===== src/rtl/ldst_sequencer.sv =====
// ldst_sequencer: T-step control sequencer for ld / ldi / st instructions.
// Fetch (T0..T2), opcode decode (T3), then address and memory phases (T4..T7).
// The T1 and T6/T7 memory phases stretch by WAIT_STATES extra cycles. A 4-bit
// wait counter, cleared on every state entry, tracks position in a stretched step.
// Optional feature macro: LDST_SEQUENCER_STORE_EN enables the st instruction.
// When it is not defined, st decodes as illegal and RAMwrite is held at 0.
module ldst_sequencer #(
    parameter int                OPC_W       = 5,
    parameter int                WAIT_STATES = 0,
    parameter logic [OPC_W-1:0]  OP_LD       = 5'b00000,
    parameter logic [OPC_W-1:0]  OP_LDI      = 5'b00001,
    parameter logic [OPC_W-1:0]  OP_ST       = 5'b00010
) (
    input  logic             clock,
    input  logic             clear,
    input  logic             run,
    input  logic [OPC_W-1:0] opcode,
    output logic [19:0]      ctrl,
    output logic [2:0]       step,
    output logic             busy,
    output logic             done,
    output logic             illegal
);
    // ctrl bit positions
    localparam int C_PCOUT = 0,  C_MARIN = 1,  C_INCPC = 2,   C_ZLOWIN = 3;
    localparam int C_ZLOWOUT = 4, C_PCIN = 5,  C_MDMUXRD = 6, C_MDRIN = 7;
    localparam int C_MDROUT = 8, C_IRIN = 9,   C_GRA = 10,    C_GRB = 11;
    localparam int C_RIN = 12,   C_ROUT = 13,  C_BAOUT = 14,  C_YIN = 15;
    localparam int C_CSEOUT = 16, C_ADD = 17,  C_RAMRD = 18,  C_RAMWR = 19;

    localparam logic [3:0] LP_WLAST = 4'(WAIT_STATES);

    typedef enum logic [3:0] {
        S_IDLE, S_T0, S_T1, S_T2, S_T3, S_T4, S_T5, S_T6, S_T7
    } state_t;

    state_t           r_state, w_next;
    logic [3:0]       r_wait;
    logic [OPC_W-1:0] r_opc;
    logic             w_first, w_last, w_legal_in, w_st_en, w_is_st, w_is_ldi, w_end_st;

`ifdef LDST_SEQUENCER_STORE_EN
    assign w_st_en = 1'b1;
`else
    assign w_st_en = 1'b0;
`endif

    assign w_first    = (r_wait == 4'd0);
    assign w_last     = (r_wait == LP_WLAST);
    // Decode of the live opcode, only meaningful in T3
    assign w_legal_in = (opcode == OP_LD) || (opcode == OP_LDI) ||
                        (w_st_en && (opcode == OP_ST));
    assign w_is_st    = w_st_en && (r_opc == OP_ST);
    assign w_is_ldi   = (r_opc == OP_LDI);
    // Where the sequence goes after a done or illegal cycle: no bubble if run stays high
    assign w_end_st   = run ? S_T0 : S_IDLE;

    // State, wait counter and latched opcode; counter restarts on each state entry
    always_ff @(posedge clock) begin
        if (clear) begin
            r_state <= S_IDLE;
            r_wait  <= 4'd0;
            r_opc   <= '0;
        end else begin
            r_state <= w_next;
            if (w_next != r_state)
                r_wait <= 4'd0;
            else if (r_wait != 4'hF)
                r_wait <= r_wait + 4'd1;
            if (r_state == S_T3)
                r_opc <= opcode;
        end
    end

    // Next-state decode
    always_comb begin
        w_next = r_state;
        case (r_state)
            S_IDLE: if (run) w_next = S_T0;
            S_T0:   w_next = S_T1;
            S_T1:   if (w_last) w_next = S_T2;
            S_T2:   w_next = S_T3;
            S_T3:   w_next = w_legal_in ? S_T4 : state_t'(w_end_st);
            S_T4:   w_next = S_T5;
            S_T5:   w_next = w_is_ldi ? state_t'(w_end_st) : S_T6;
            S_T6:   if (w_is_st || w_last) w_next = S_T7;
            S_T7:   if (!w_is_st || w_last) w_next = state_t'(w_end_st);
            default: w_next = S_IDLE;
        endcase
    end

    // Moore output decode from state and wait counter (illegal looks at the live opcode in T3)
    always_comb begin
        ctrl    = '0;
        step    = 3'd0;
        busy    = (r_state != S_IDLE);
        done    = 1'b0;
        illegal = 1'b0;
        case (r_state)
            S_T0: begin
                step = 3'd0;
                ctrl[C_PCOUT] = 1'b1; ctrl[C_MARIN] = 1'b1;
                ctrl[C_INCPC] = 1'b1; ctrl[C_ZLOWIN] = 1'b1;
            end
            S_T1: begin
                step = 3'd1;
                ctrl[C_RAMRD]   = 1'b1; ctrl[C_MDMUXRD] = 1'b1;
                ctrl[C_ZLOWOUT] = w_first; ctrl[C_PCIN] = w_first;
                ctrl[C_MDRIN]   = w_last;
            end
            S_T2: begin
                step = 3'd2;
                ctrl[C_MDROUT] = 1'b1; ctrl[C_IRIN] = 1'b1;
            end
            S_T3: begin
                step = 3'd3;
                ctrl[C_GRB] = 1'b1; ctrl[C_BAOUT] = 1'b1; ctrl[C_YIN] = 1'b1;
                illegal = !w_legal_in;
            end
            S_T4: begin
                step = 3'd4;
                ctrl[C_CSEOUT] = 1'b1; ctrl[C_ADD] = 1'b1; ctrl[C_ZLOWIN] = 1'b1;
            end
            S_T5: begin
                step = 3'd5;
                ctrl[C_ZLOWOUT] = 1'b1;
                if (w_is_ldi) begin
                    ctrl[C_GRA] = 1'b1; ctrl[C_RIN] = 1'b1; done = 1'b1;
                end else begin
                    ctrl[C_MARIN] = 1'b1;
                end
            end
            S_T6: begin
                step = 3'd6;
                if (w_is_st) begin
                    // Register value goes to MDR through the non-memory mux leg
                    ctrl[C_GRA] = 1'b1; ctrl[C_ROUT] = 1'b1; ctrl[C_MDRIN] = 1'b1;
                end else begin
                    ctrl[C_RAMRD] = 1'b1; ctrl[C_MDMUXRD] = 1'b1;
                    ctrl[C_MDRIN] = w_last;
                end
            end
            S_T7: begin
                step = 3'd7;
                ctrl[C_MDROUT] = 1'b1;
                if (w_is_st) begin
                    ctrl[C_RAMWR] = w_st_en; done = w_last;
                end else begin
                    ctrl[C_GRA] = 1'b1; ctrl[C_RIN] = 1'b1; done = 1'b1;
                end
            end
            default: ;
        endcase
    end
endmodule


===== config.mk =====
export PLATFORM = sky130hd
export DESIGN_NAME = ldst_sequencer
export DESIGN_NICKNAME = d
export VERILOG_FILES = /design/src/rtl/ldst_sequencer.sv
export SDC_FILE = /design/constraint.sdc
export NUM_CORES = 1
export LEC_CHECK = 0
export CORE_MARGIN = 2
export CORE_UTILIZATION = 42
export CTS_BUF_LIST = sky130_fd_sc_hd__clkbuf_4
export CTS_CLUSTER_SIZE = 16
export DETAILED_ROUTE_END_ITERATION = 6
export PLACE_DENSITY = 0.77
export SLEW_MARGIN = 20
export SYNTH_ARGS = -nofsm -noshare
export SYNTH_HDL_FRONTEND = slang
export SYNTH_SLANG_ARGS = --single-unit

===== constraint.sdc =====
create_clock -name clock -period 1.8 [get_ports clock]
set_input_delay 0.27 -clock clock [delete_from_list [all_inputs] [get_ports clock]]
set_output_delay 0.27 -clock clock [all_outputs]
set_load 0.01 [all_outputs]

==> results.py <==
metrics = {
    "drt": {
        "dr.first_iter.drc_count": 50,
        "drc_errors": 0,
        "num_vias": 1253,
        "drtAntennaViolNets": 0,
        "drt-total-wl_mm": 4.00,
        "routedWlPerCell_um": 18.4,
        "drt_first_pass_iters": 4,
        "vias_per_cell": 5.77,
    },
    "place": {
        "pre_cts_slack_ns": -0.271,
        "place_hpwl_mm": 2.37,
        "portBuffers": 31,
        "place_congestion": 0.863,
        "dp.cells": 203,
        "place_area_um2": 1490,
    },
    "yosys": {
        "synth_compound_area_frac": 0.202,
        "ys_seq_area_frac": 0.253,
        "synthArstFlopShare": 0,
        "syn_area_per_cell_um2": 7.98,
        "synth_edf_count": 0,
        "synth_area_um2": 1030,
        "synthXorXnorAreaFrac": 0.0255,
        "yosysUniqueCellTypes": 45,
        "synth_seq_cells": 13,
        "ys.flop_type": "dfxtp_1",
        "yosys_warnings": 0,
        "yosys.area_share.adder": 0.0243,
        "synthSimpleGateAreaFrac": 0.326,
        "synth_top_family_by_area": "simple AND/OR/NAND/NOR gates",
        "syn-instance-count": 129,
        "synth_mux_area_frac": 0.0292,
    },
    "power_and_ir_drop": {
        "sw_frac_of_total": 0.350,
        "clkPwrFrac": 0.204,
        "pwr-share-comb": 0.471,
        "power_density_nw_per_um2": 582,
        "leakagePower_nw": 0.840,
        "switchingPower_uw": 351,
        "peakVddDrop_mv": 0.722,
        "p_int_uw": 650,
        "p_seq_frac": 0.325,
    },
    "timing": {
        "drv_slew": 0,
        "finalCritPeriodShare": 1.13,
        "layout_setup_ws_ns": -0.236,
        "skew_ns": 0.0121,
        "fmax_ghz": 0.491,
        "setup_viol": 11,
        "setup_tns_ns": -1.22,
        "period_needed_ns": 2.04,
        "rsz0062_at_grt": "yes",
        "finalHoldViolCount": 0,
    },
    "floorplan": {
        "num_rows": 17,
        "dieArea_um2": 2860,
        "chipHeight_um": 53.5,
        "core_um2": 2250,
        "io_pins": 34,
        "die_w_um": 53.5,
        "start_util": 0.457,
    },
    "cts": {
        "numCtsBuffers": 3,
        "clk_latency_ns": 0.29,
        "cts-root-buf": "clkbuf_4",
        "clkTransAtPathRegs_ns": 0.09,
        "ctsHoldBuffers": 0,
        "ctsLongestPathBuffers": 2,
        "cts.sinks": 13,
        "htree_num_levels": 1,
        "cts_tree": "done",
    },
    "grt": {
        "grt_max_degree": 11,
        "antenna_found_initial": 0,
        "grt_pass1_vias": 1167,
        "grt_usage": 0.263,
        "grt_pass1_wl_mm": 5.31,
        "grt_overflow": 0,
    },
    "final_layout": {
        "n_antenna_cell": 0,
        "mostFrequentLayoutCells": "37 x buf_4, 13 x nand2_1, 10 x a21oi_1, 10 x dlygate4sd2_1, 9 x clkdlybuf4s50_1",
        "fin_area_um2": 1720,
        "num-nets-final": 200,
        "synthToLayoutAreaGrowth_pct": 67.1,
        "layout-drive-gt1-share": 0.487,
        "final_common_cell": "buf_4",
        "stdcell_count": 217,
    },
    "critical_path": {
        "r2r-end": "r_wait[2]",
        "r2r_slack_ns": -0.10,
        "crit_path_max_fanout": 2,
        "arrival_ns": 1.77,
        "max_stage_delay_ns": 0.57,
        "rr_startpoint": "r_opc[1]",
        "ff2ff_path_depth": 6,
        "crit_chain": "or4b_4, nor2_4, buf_6, o32a_1, nor2_1, buf_2",
        "critPathSlowestCell": "or4b_4",
        "crit_path_end_kind": "output port",
        "required_ns": 1.53,
        "worstSetupStartpointType": "flip-flop",
        "worstSetupPathType": "flip-flop to output port",
    },
    "hold_path": {
        "whs_endpoint": "r_opc[0]",
        "hold_start": "r_opc[0]",
        "min_path_cells": 2,
        "worstHoldPathType": "flip-flop to flip-flop",
    },
    "status": {
        "outcome": "finished with violations",
        "violations": "negative setup slack",
    },
    "flow_run": {
        "maxCapViolCount": 0,
    },
}
==> Yosys cell counts (2+ instances only) <==
cell,number,area share
dfxtp_1,13,0.25
nand2_1,13,0.047
nor2_1,13,0.047
buf_4,11,0.080
a21oi_1,10,0.049
nor4_1,6,0.036
o21ai_0,6,0.029
inv_1,4,0.015
nor3_1,4,0.019
mux2i_1,3,0.029
nand3_1,3,0.015
a21o_1,2,0.015
buf_6,2,0.022
clkbuf_1,2,0.0073
ha_1,2,0.024
nand2b_1,2,0.012
nand3b_1,2,0.015
nor3b_1,2,0.015
o32a_1,2,0.019
xor2_1,2,0.017
==> registers in the layout (all words and copies together), names as in the netlist <==
name / count
r_state: 4
r_opc: 5
r_wait: 4
==> how the worst max path moves through the flow <==
stage	start	endpoint	cells after the start
after floorplan	r_opc[4]	ctrl[10]	5
after detailed placement	r_opc[4]	ctrl[12]	5
after global placement	r_opc[4]	done	5
after global routing	r_opc[1]	ctrl[1]	6
after CTS	r_opc[1]	ctrl[1]	6
final	r_opc[1]	ctrl[1]	6
==> worst max-delay path, delay by kind of cell, from the launching register on <==
kind	cells	cell delay, ns
compound gates	1	0.13
buf+inv	2	0.26
flops	1	0.33
simple gates	3	0.77
==> power groups by stage <==
stage                     sequential, mW  combinational (mW)  clock [mW]
after floorplan                    0.319               0.199           0
after global placement             0.325               0.356           0
after detailed placement           0.327               0.369           0
after CTS                          0.322               0.402       0.204
after global routing               0.327               0.496       0.221
final                              0.325               0.471       0.204
==> stage by stage <==
| step | utilization | power [mW] | hold WS [ns] |
|---|---|---|---|
| 2_1_floorplan | - | 0.518 | 0.405 |
| 3_3_place_gp | 0.660 | 0.681 | 0.445 |
| 3_5_place_dp | 0.660 | 0.696 | 0.444 |
| 4_1_cts | 0.699 | 0.927 | 0.466 |
| 5_1_grt | 0.763 | 1.04 | 0.510 |
| 6_report | 0.763 | 1.00 | 0.475 |
==> logic make-up (layout without fill, tap and decap cells) <==
logic type / count (synthesis) / after routing
buffers and inverters: 21 / 80
flip-flops: 13 / 13
AND/OR/NAND/NOR: 57 / 57
multiplexers: 3 / 3
other: 1 / 2
XOR/XNOR: 3 / 3
adder cells (fa/ha/maj): 2 / 2
AO/OA/AOI/OAI: 29 / 29
==> layout make-up <==
type / count / area, um2
inverters: 5 / 23.8
clock buffers: 4 / 30.0
fillers: 158 / 534
flip-flops and latches: 13 / 273
multi-input cells: 96 / 779
well taps: 28 / 35.0
repair buffers: 71 / 579
==> per-layer routing <==
metal	wire length, um	track usage	share of wire	up-vias
met2	1980	0.471	0.50	86
met4	138	0.188	0.035	0
met1	1570	0.266	0.39	582
met3	307	0.0593	0.077	17
met5	0	0	0	-
li1	-	-	-	568
==> what timing repair did <==
| item | in CTS | in global routing |
|---|---|---|
| pin swaps | 10 | 8 |
| buffers inserted | 4 | 6 |
| endpoints found under the setup margin | 28 | 20 |
| gates resized for setup | 56 | 26 |
Power figures use the tool's default switching activity.
